### src/rtl/scan_pkg.sv
// Shared types and constants for the channel scan sequencer.
package scan_pkg;

  localparam int NUM_CH = 8;
  localparam int SEL_W  = 3;

  typedef enum logic [1:0] {
    IDLE = 2'd0,
    SCAN = 2'd1,
    DONE = 2'd2
  } state_t;

endpackage

### src/rtl/next_ch_find.sv
// Combinational search for the next enabled channel strictly above cur_i.
// With from_neg1_i set the search starts below channel 0, which yields the
// lowest enabled channel (used when a scan is launched).
module next_ch_find
  import scan_pkg::*;
(
  input  logic [SEL_W-1:0]  cur_i,
  input  logic              from_neg1_i,
  input  logic [NUM_CH-1:0] mask_i,
  output logic              found_o,
  output logic [SEL_W-1:0]  next_o
);

  // Priority scan from channel 0 upward; the first hit above cur_i wins.
  always_comb begin
    found_o = 1'b0;
    next_o  = '0;
    for (int i = 0; i < NUM_CH; i++) begin
      if (!found_o && mask_i[i] && (from_neg1_i || (i > int'(cur_i)))) begin
        found_o = 1'b1;
        next_o  = SEL_W'(i);
      end
    end
  end

endmodule

### src/rtl/scan_sequencer.sv
// Channel scan sequencer driving a 3-to-8 decoder (X select, En enable).
// Each enabled channel is held for dwell+1 cycles in ascending order; a
// one-cycle done pulse marks normal completion, stop aborts silently.
// Optional feature macro SCAN_MASK_EN: when defined, the mask port exists
// and masked-out channels are skipped; otherwise all 8 channels are scanned.
// Handshake: start is a level sampled only in IDLE, stop only in SCAN;
// there is no ready/ack, busy reports SCAN or DONE and all outputs are
// registered. dbg_state_o exposes the FSM state for observation.
module scan_sequencer
  import scan_pkg::*;
#(
  parameter int DWELL_W = 8
) (
  input  logic               clk,
  input  logic               rst,
  input  logic               start,
  input  logic               stop,
  input  logic [DWELL_W-1:0] dwell,
`ifdef SCAN_MASK_EN
  input  logic [NUM_CH-1:0]  mask,
`endif
  output logic [SEL_W-1:0]   X,
  output logic               En,
  output logic               busy,
  output logic               done,
  output state_t             dbg_state_o
);

  state_t             state_q, state_d;
  logic [SEL_W-1:0]   x_q, x_d;
  logic               en_q, en_d;
  logic               busy_q, busy_d;
  logic               done_q, done_d;
  logic [DWELL_W-1:0] cnt_q, cnt_d;
  logic [DWELL_W-1:0] dwell_sh_q, dwell_sh_d;
  logic [NUM_CH-1:0]  mask_sh_q, mask_sh_d;
  logic [NUM_CH-1:0]  mask_in;

  logic               first_found;
  logic [SEL_W-1:0]   first_ch;
  logic               next_found;
  logic [SEL_W-1:0]   next_ch;

`ifdef SCAN_MASK_EN
  assign mask_in = mask;
`else
  assign mask_in = {NUM_CH{1'b1}};
`endif

  // The first channel is searched on the live mask, since the shadow is
  // loaded on the same edge that starts the scan.
  next_ch_find u_first (
    .cur_i       ('0),
    .from_neg1_i (1'b1),
    .mask_i      (mask_in),
    .found_o     (first_found),
    .next_o      (first_ch)
  );

  next_ch_find u_next (
    .cur_i       (x_q),
    .from_neg1_i (1'b0),
    .mask_i      (mask_sh_q),
    .found_o     (next_found),
    .next_o      (next_ch)
  );

  // Next-state and registered-output decode.
  always_comb begin
    state_d    = state_q;
    x_d        = x_q;
    en_d       = en_q;
    busy_d     = busy_q;
    done_d     = 1'b0;
    cnt_d      = cnt_q;
    dwell_sh_d = dwell_sh_q;
    mask_sh_d  = mask_sh_q;
    unique case (state_q)
      IDLE: begin
        if (start) begin
          dwell_sh_d = dwell;
          mask_sh_d  = mask_in;
          cnt_d      = '0;
          busy_d     = 1'b1;
          if (first_found) begin
            x_d     = first_ch;
            en_d    = 1'b1;
            state_d = SCAN;
          end else begin
            x_d     = '0;
            en_d    = 1'b0;
            done_d  = 1'b1;
            state_d = DONE;
          end
        end
      end
      SCAN: begin
        if (stop) begin
          state_d = IDLE;
          x_d     = '0;
          en_d    = 1'b0;
          busy_d  = 1'b0;
          cnt_d   = '0;
        end else if (cnt_q != dwell_sh_q) begin
          cnt_d = cnt_q + DWELL_W'(1);
        end else if (next_found) begin
          x_d   = next_ch;
          cnt_d = '0;
        end else begin
          state_d = DONE;
          x_d     = '0;
          en_d    = 1'b0;
          cnt_d   = '0;
          done_d  = 1'b1;
        end
      end
      DONE: begin
        state_d = IDLE;
        busy_d  = 1'b0;
      end
      default: begin
        state_d = IDLE;
        x_d     = '0;
        en_d    = 1'b0;
        busy_d  = 1'b0;
        cnt_d   = '0;
      end
    endcase
  end

  // State and output registers with synchronous reset.
  always_ff @(posedge clk) begin
    if (rst) begin
      state_q    <= IDLE;
      x_q        <= '0;
      en_q       <= 1'b0;
      busy_q     <= 1'b0;
      done_q     <= 1'b0;
      cnt_q      <= '0;
      dwell_sh_q <= '0;
      mask_sh_q  <= '0;
    end else begin
      state_q    <= state_d;
      x_q        <= x_d;
      en_q       <= en_d;
      busy_q     <= busy_d;
      done_q     <= done_d;
      cnt_q      <= cnt_d;
      dwell_sh_q <= dwell_sh_d;
      mask_sh_q  <= mask_sh_d;
    end
  end

  assign X           = x_q;
  assign En          = en_q;
  assign busy        = busy_q;
  assign done        = done_q;
  assign dbg_state_o = state_q;

endmodule

### config.mk
export PLATFORM = sky130hd
export DESIGN_NAME = scan_sequencer
export DESIGN_NICKNAME = d
export VERILOG_FILES = /design/src/rtl/scan_pkg.sv /design/src/rtl/next_ch_find.sv /design/src/rtl/scan_sequencer.sv
export SDC_FILE = /design/constraint.sdc
export NUM_CORES = 1
export LEC_CHECK = 0
export CORE_ASPECT_RATIO = 0.8
export CORE_MARGIN = 4
export CORE_UTILIZATION = 39
export CTS_CLUSTER_SIZE = 14
export DETAILED_ROUTE_END_ITERATION = 8
export GPL_ROUTABILITY_DRIVEN = 0
export GPL_TIMING_DRIVEN = 0
export PLACE_DENSITY = 0.58
export REMOVE_ABC_BUFFERS = 1
export SYNTH_ARGS = -nofsm -noshare
export SYNTH_HDL_FRONTEND = slang
export SYNTH_SLANG_ARGS = --single-unit
### constraint.sdc
create_clock -name clk -period 2.58 [get_ports clk]
set_input_delay 0.258 -clock clk [delete_from_list [all_inputs] [get_ports clk]]
set_output_delay 0.258 -clock clk [all_outputs]
set_load 0.05 [all_outputs]
**Word-level counts from Yosys, hierarchy flattened**

Cells that the tools add are included.

- Bits in registers: 25
- Input port bits: 12
- Output and inout port bits: 8
- Word-level logic and storage cells: 88

- $add $sub $neg: 1
- $lt $le $gt $ge: 7
- Equal/unequal tests: 7
- Multiplexer cells: 36
- Bitwise operators: 2
- Reductions and logical operators: 27

Operators with widths:

| cell | number |
|---|---|
| 3-bit 2-to-1 mux | 8 |
| 8-bit 2-to-1 mux | 3 |
| 8-bit case mux with 3 select lines | 1 |
| 1-bit 2-to-1 mux | 14 |
| 1-bit logical AND | 13 |
| 3-bit > comparator (first input constant) | 4 |
| 2-bit 2-to-1 mux | 6 |
| 3-bit case mux with 3 select lines | 1 |
| 8-bit by 1-bit adder with 8-bit output (second input constant) | 1 |
| 8-bit != test | 1 |
| 2-bit by 3-bit > comparator with 1-bit output (first input constant) | 2 |
| 1-bit zero test | 6 |
| 3-bit != test (second input constant) | 2 |
| 2-bit AND reduction | 3 |
| 3-bit AND reduction | 2 |
| 2-bit != test (second input constant) | 2 |
| 2-bit case mux with 2 select lines | 1 |
| 4-bit AND reduction | 1 |
| 4-bit OR reduction | 1 |
| 1-bit by 3-bit > comparator with 1-bit output (first input constant) | 1 |
| 1-bit case mux with 3 select lines | 1 |
| 2-bit by 1-bit == test with 1-bit output (second input constant) | 1 |
| 2-bit == test (second input constant) | 1 |
| 2-bit zero test | 1 |
| 2 further kinds | 3 |

**Logic depth before layout (Yosys ltp)**

- Depth in word-level cells: 31
- Mapped depth: 6
- Gate-level depth less buffers: 5

**Hierarchy**

From an unflattened synthesis, not the netlist that was laid out.

- Cell total of the unflattened synthesis: 244
- Area, all modules: 1,878.1 um^2

Modules (own cells, without submodules):

| module | instances | cells each | area each (um^2) | seq. area each (um^2) |
|---|---|---|---|---|
| scan_sequencer | 1 | 168 | 1,375.1 | 500.5 |
| next_ch_find | 2 | 38 | 251.5 | 0.0 |

**Least setup slack after synthesis**

OpenSTA, ideal clock, no wires.

- Kind: register to register
- Start: register state_q[0], in the netlist dbg_state_o[0]
- End: register cnt_q[2]
- Library setup time: 0.101 ns
- Data arrival time: 1.510 ns
- Required time: 2.479 ns
- Setup slack: 0.969 ns
- Cell stages (with the launch flop): 5
- Path buffers: 0
- Clock period less this slack: 1.611 ns
- Cell sequence: dfxtp_1 > or3b_4 > nor4b_2 > o22ai_1 > o41ai_1

- Word-level cells in the longest chain between the ends: 3
- Elaborated cells between the ends (all ways): 7
- Those cells by class: eq/ne: 3; mux: 1; bitwise: 1; reduce/logical: 2

Ends and longest elaborated chain:

| what | line | RTL |
|---|---|---|
| start, declared | scan_sequencer.sv:29 | `state_t state_q, state_d;` |
| start signal, assigned | scan_sequencer.sv:143 | `state_q <= state_d;` |
| 2-bit zero test / 2-bit == test (equally long branches) | scan_sequencer.sv:78 | `unique case (state_q)` |
| 2-bit != test (no source line) / 1-bit NOT (equally long branches) | - |  |
| 2-bit AND reduction (no source line) | - |  |
| end signal, assigned | scan_sequencer.sv:148 | `cnt_q <= cnt_d;` |
| end, declared | scan_sequencer.sv:34 | `logic [DWELL_W-1:0] cnt_q, cnt_d;` |

Several ways; a longest one is shown, not always the timed one.
A chain may end at the register's enable or synchronous reset.

**Final worst setup path**

- Start: register state_q[0], in the netlist dbg_state_o[0]
- End: output port dbg_state_o[0]

RTL lines:

| what | line | RTL |
|---|---|---|
| end, declared | scan_sequencer.sv:26 | `output state_t dbg_state_o` |

No word-level cell between the ends.

==> results.toml <==
[detailed_routing]
drt_iter0_markers = 57
wl_per_cell_um = 13.1
first_pass_iters = 4
route.vias.total = 1040
drt.antenna.violating_nets = 0
wl_um = 2590
drc_errors = 0
vias_per_cell = 5.25

[clocking]
clock_sinks = 25
cts_hold_buffers = 0
post_cts_buffers = 0
clkLatencyLatePin_ns = 0.26
cts_resized = 0
clk_pin_slew_ns = 0.08
htreeDepth = 1
cts_root_buf = "clkbuf_8"
clockBufferDepth = 2
cts_tree = "built"
cts_inserted_buffers = 3

[grt]
grt_antenna_before_repair = 0
grt_max_degree = 24
grt_first_pass_wirelength_um = 4450
grt_pass1_vias = 974
grtUsageTotal_pct = 13.1
overflow = 0

[layout]
antenna_cells = 0
multiInputGateArea_um2 = 754
layout-area-overhead-vs-synth_pct = 19.5
finish.utilization_pct = 49.4
layout-drive-gt1-share_pct = 12.0
fin_area_um2 = 1560
regArea_um2 = 500
nFillCells = 302
nets = 172

[logic_synthesis]
ys_warn_count = 0
ys.flop_type = "dfxtp_1"
synthesis.area_um2 = 1310
ys_ff_latch = 25
synth_top_area_cell = "dfxtp_1"
seq_area_frac_synth_pct = 38.4
synth_edf_count = 0
synth_cell_types = 40
synthTopCellsByArea = "dfxtp_1, a21oi_1, xnor2_2, nand2_1, xor2_1"
synthCells = 142
synth-async-reset-ratio_pct = 0
synth_top_area_share_pct = 38.4
synth_area_per_cell_um2 = 9.19

[critical_path]
cp_max_fo = 17
critPathRequiredTime_ns = 2.32
crit_path_max_incr_delay_ns = 0.91
endpoint_kind = "primary output"
crit_path_start_kind = "flip-flop"
critPathTopFamily = "buffers and inverters"
path_buf_inv = 1
cp_slowest_cell = "clkdlybuf4s50_1"
crit_chain = "clkdlybuf4s50_1"
worstPathArrival_ns = 1.83
path_class = "flip-flop to primary output"

[floorplanning]
initial_core_util_pct = 41.4
die_area_um2 = 4340
core_area_um2 = 3150
num_io_pins = 20
die_w_um = 72.7
rows = 18
die-height_um = 59.7

[worst_hold_path]
holdCritPathClass = "flip-flop to flip-flop"

[sta]
slew_headroom_pct = 41.3
setup_slack_ns = 0.490
grt_setup_unrepaired = "no"
finalHoldViolCount = 0
finalCritPeriodShare_pct = 81.0
fin_crit_ns = 2.09
setup_viol_count_final = 0
timing.fmax_mhz = 479
tns_ns = 0
max_slew.worst_pin.slew_ns = 0.877
finClkSkew_ns = 0.000895
maxSlewViolCount = 0

[power]
power_switching_uw = 265
power_switching_share_pct = 30.6
p_clk_share_pct = 26.4
p_seq_share_pct = 50.3
power_frac_comb_pct = 23.3
p_leak_nw = 0.494
power.total_uw = 868
p_int_uw = 603
power.density_nw_per_um2 = 557
ir_drop_mv = 0.252

[placement]
place_ws_ns = 0.318
port-buffer-count = 19
dp_hpwl_um = 1860
place_area_um2 = 1510

[run_status]
status = "finished clean"

[run]
cap_viol_max_count = 0
-- metal layers --
layer / GRT usage [%] / vias up / part of all wire [%]
met5: 0 / - / 0
met1: 17.3 / 475 / 50
met2: 20.4 / 25 / 43
li1: - / 536 / -
met4: 3.95 / 0 / 0.97
met3: 4.37 / 4 / 5.9
-- stage by stage --
step,std cells,hold WS (ns)
floorplan,135,0.327
detailed placement,194,0.468
finish,198,0.474
global route,198,0.495
global placement,194,0.460
CTS,198,0.482
-- worst paths after layout --
path	end	slack, ns	cells after the start	from
worst max-delay path	dbg_state_o[0]	0.49	1	dbg_state_o[0]
worst min-delay path	dwell_sh_q[7]	0.47	2	dwell_sh_q[7]
worst max register to register	En	0.74	4	dbg_state_o[1]
worst min register to register	dwell_sh_q[7]	0.47	2	dwell_sh_q[7]
-- cells by family (layout without fill, tap and decap cells) --
logic type	Yosys count	count (layout)	share of synthesized area (%)
buffers and inverters	12	28	3.84
AND/OR/NAND/NOR	54	54	25.3
flip-flops	25	25	38.4
AO/OA/AOI/OAI	37	37	18.5
XOR/XNOR	13	13	13.0
adder cells (fa/ha/maj)	1	1	0.959
-- cells in the mapped netlist (all sizes together), types with 3 or more instances --
| cell | number |
|---|---|
| and2 | 6 |
| o22ai | 4 |
| a21oi | 17 |
| dfxtp | 25 |
| nor2 | 8 |
| nand2 | 20 |
| xnor2 | 8 |
| inv | 5 |
| xor2 | 5 |
| clkbuf | 5 |
| o21ai | 5 |
| nand3b | 3 |
| o2111ai | 3 |
-- worst register-to-register path, cell delays in order, from the launching register on --
cell and delay, ns:
dfxtp_1 0.38, nor2b_2 0.37, nor2b_1 0.70, a21oi_1 0.08, a211oi_1 0.22
-- flip-flops by register name (all words and copies together), names as in the netlist --
register / count
En: 1
X: 3
busy: 1
cnt_q: 8
dbg_state_o: 2
done: 1
dwell_sh_q: 8
mask_sh_q: 1
-- power groups by stage --
stage | Clock (mW) | Sequential, mW | Combinational (mW)
final | 0.229 | 0.437 | 0.202
after global routing | 0.257 | 0.442 | 0.219
after CTS | 0.242 | 0.437 | 0.204
after detailed placement | 0 | 0.446 | 0.203
after global placement | 0 | 0.446 | 0.200
after floorplan | 0 | 0.480 | 0.0992
-- cell type report --
type,count,area share [%]
Tap cell,40,3.21
Multi-Input combinational cell,105,48.4
Clock buffer,4,2.89
Inverter,5,1.20
Timing Repair Buffer,19,12.2
Sequential cell,25,32.1
-- placed cells by master (no fill, tap or decap), types with 3 or more instances in the layout --
| cell type | instances |
|---|---|
| dfxtp_1 | 25 |
| nand2_1 | 20 |
| clkdlybuf4s50_1 | 19 |
| a21oi_1 | 17 |
| nor2_1 | 8 |
| inv_1 | 5 |
| xnor2_2 | 5 |
| and2_1 | 5 |
| xor2_1 | 5 |
| o22ai_1 | 4 |
| o2111ai_1 | 3 |
| o21ai_0 | 3 |
| nand3b_1 | 3 |
| clkbuf_8 | 3 |
(Power assumes the default switching activity.)
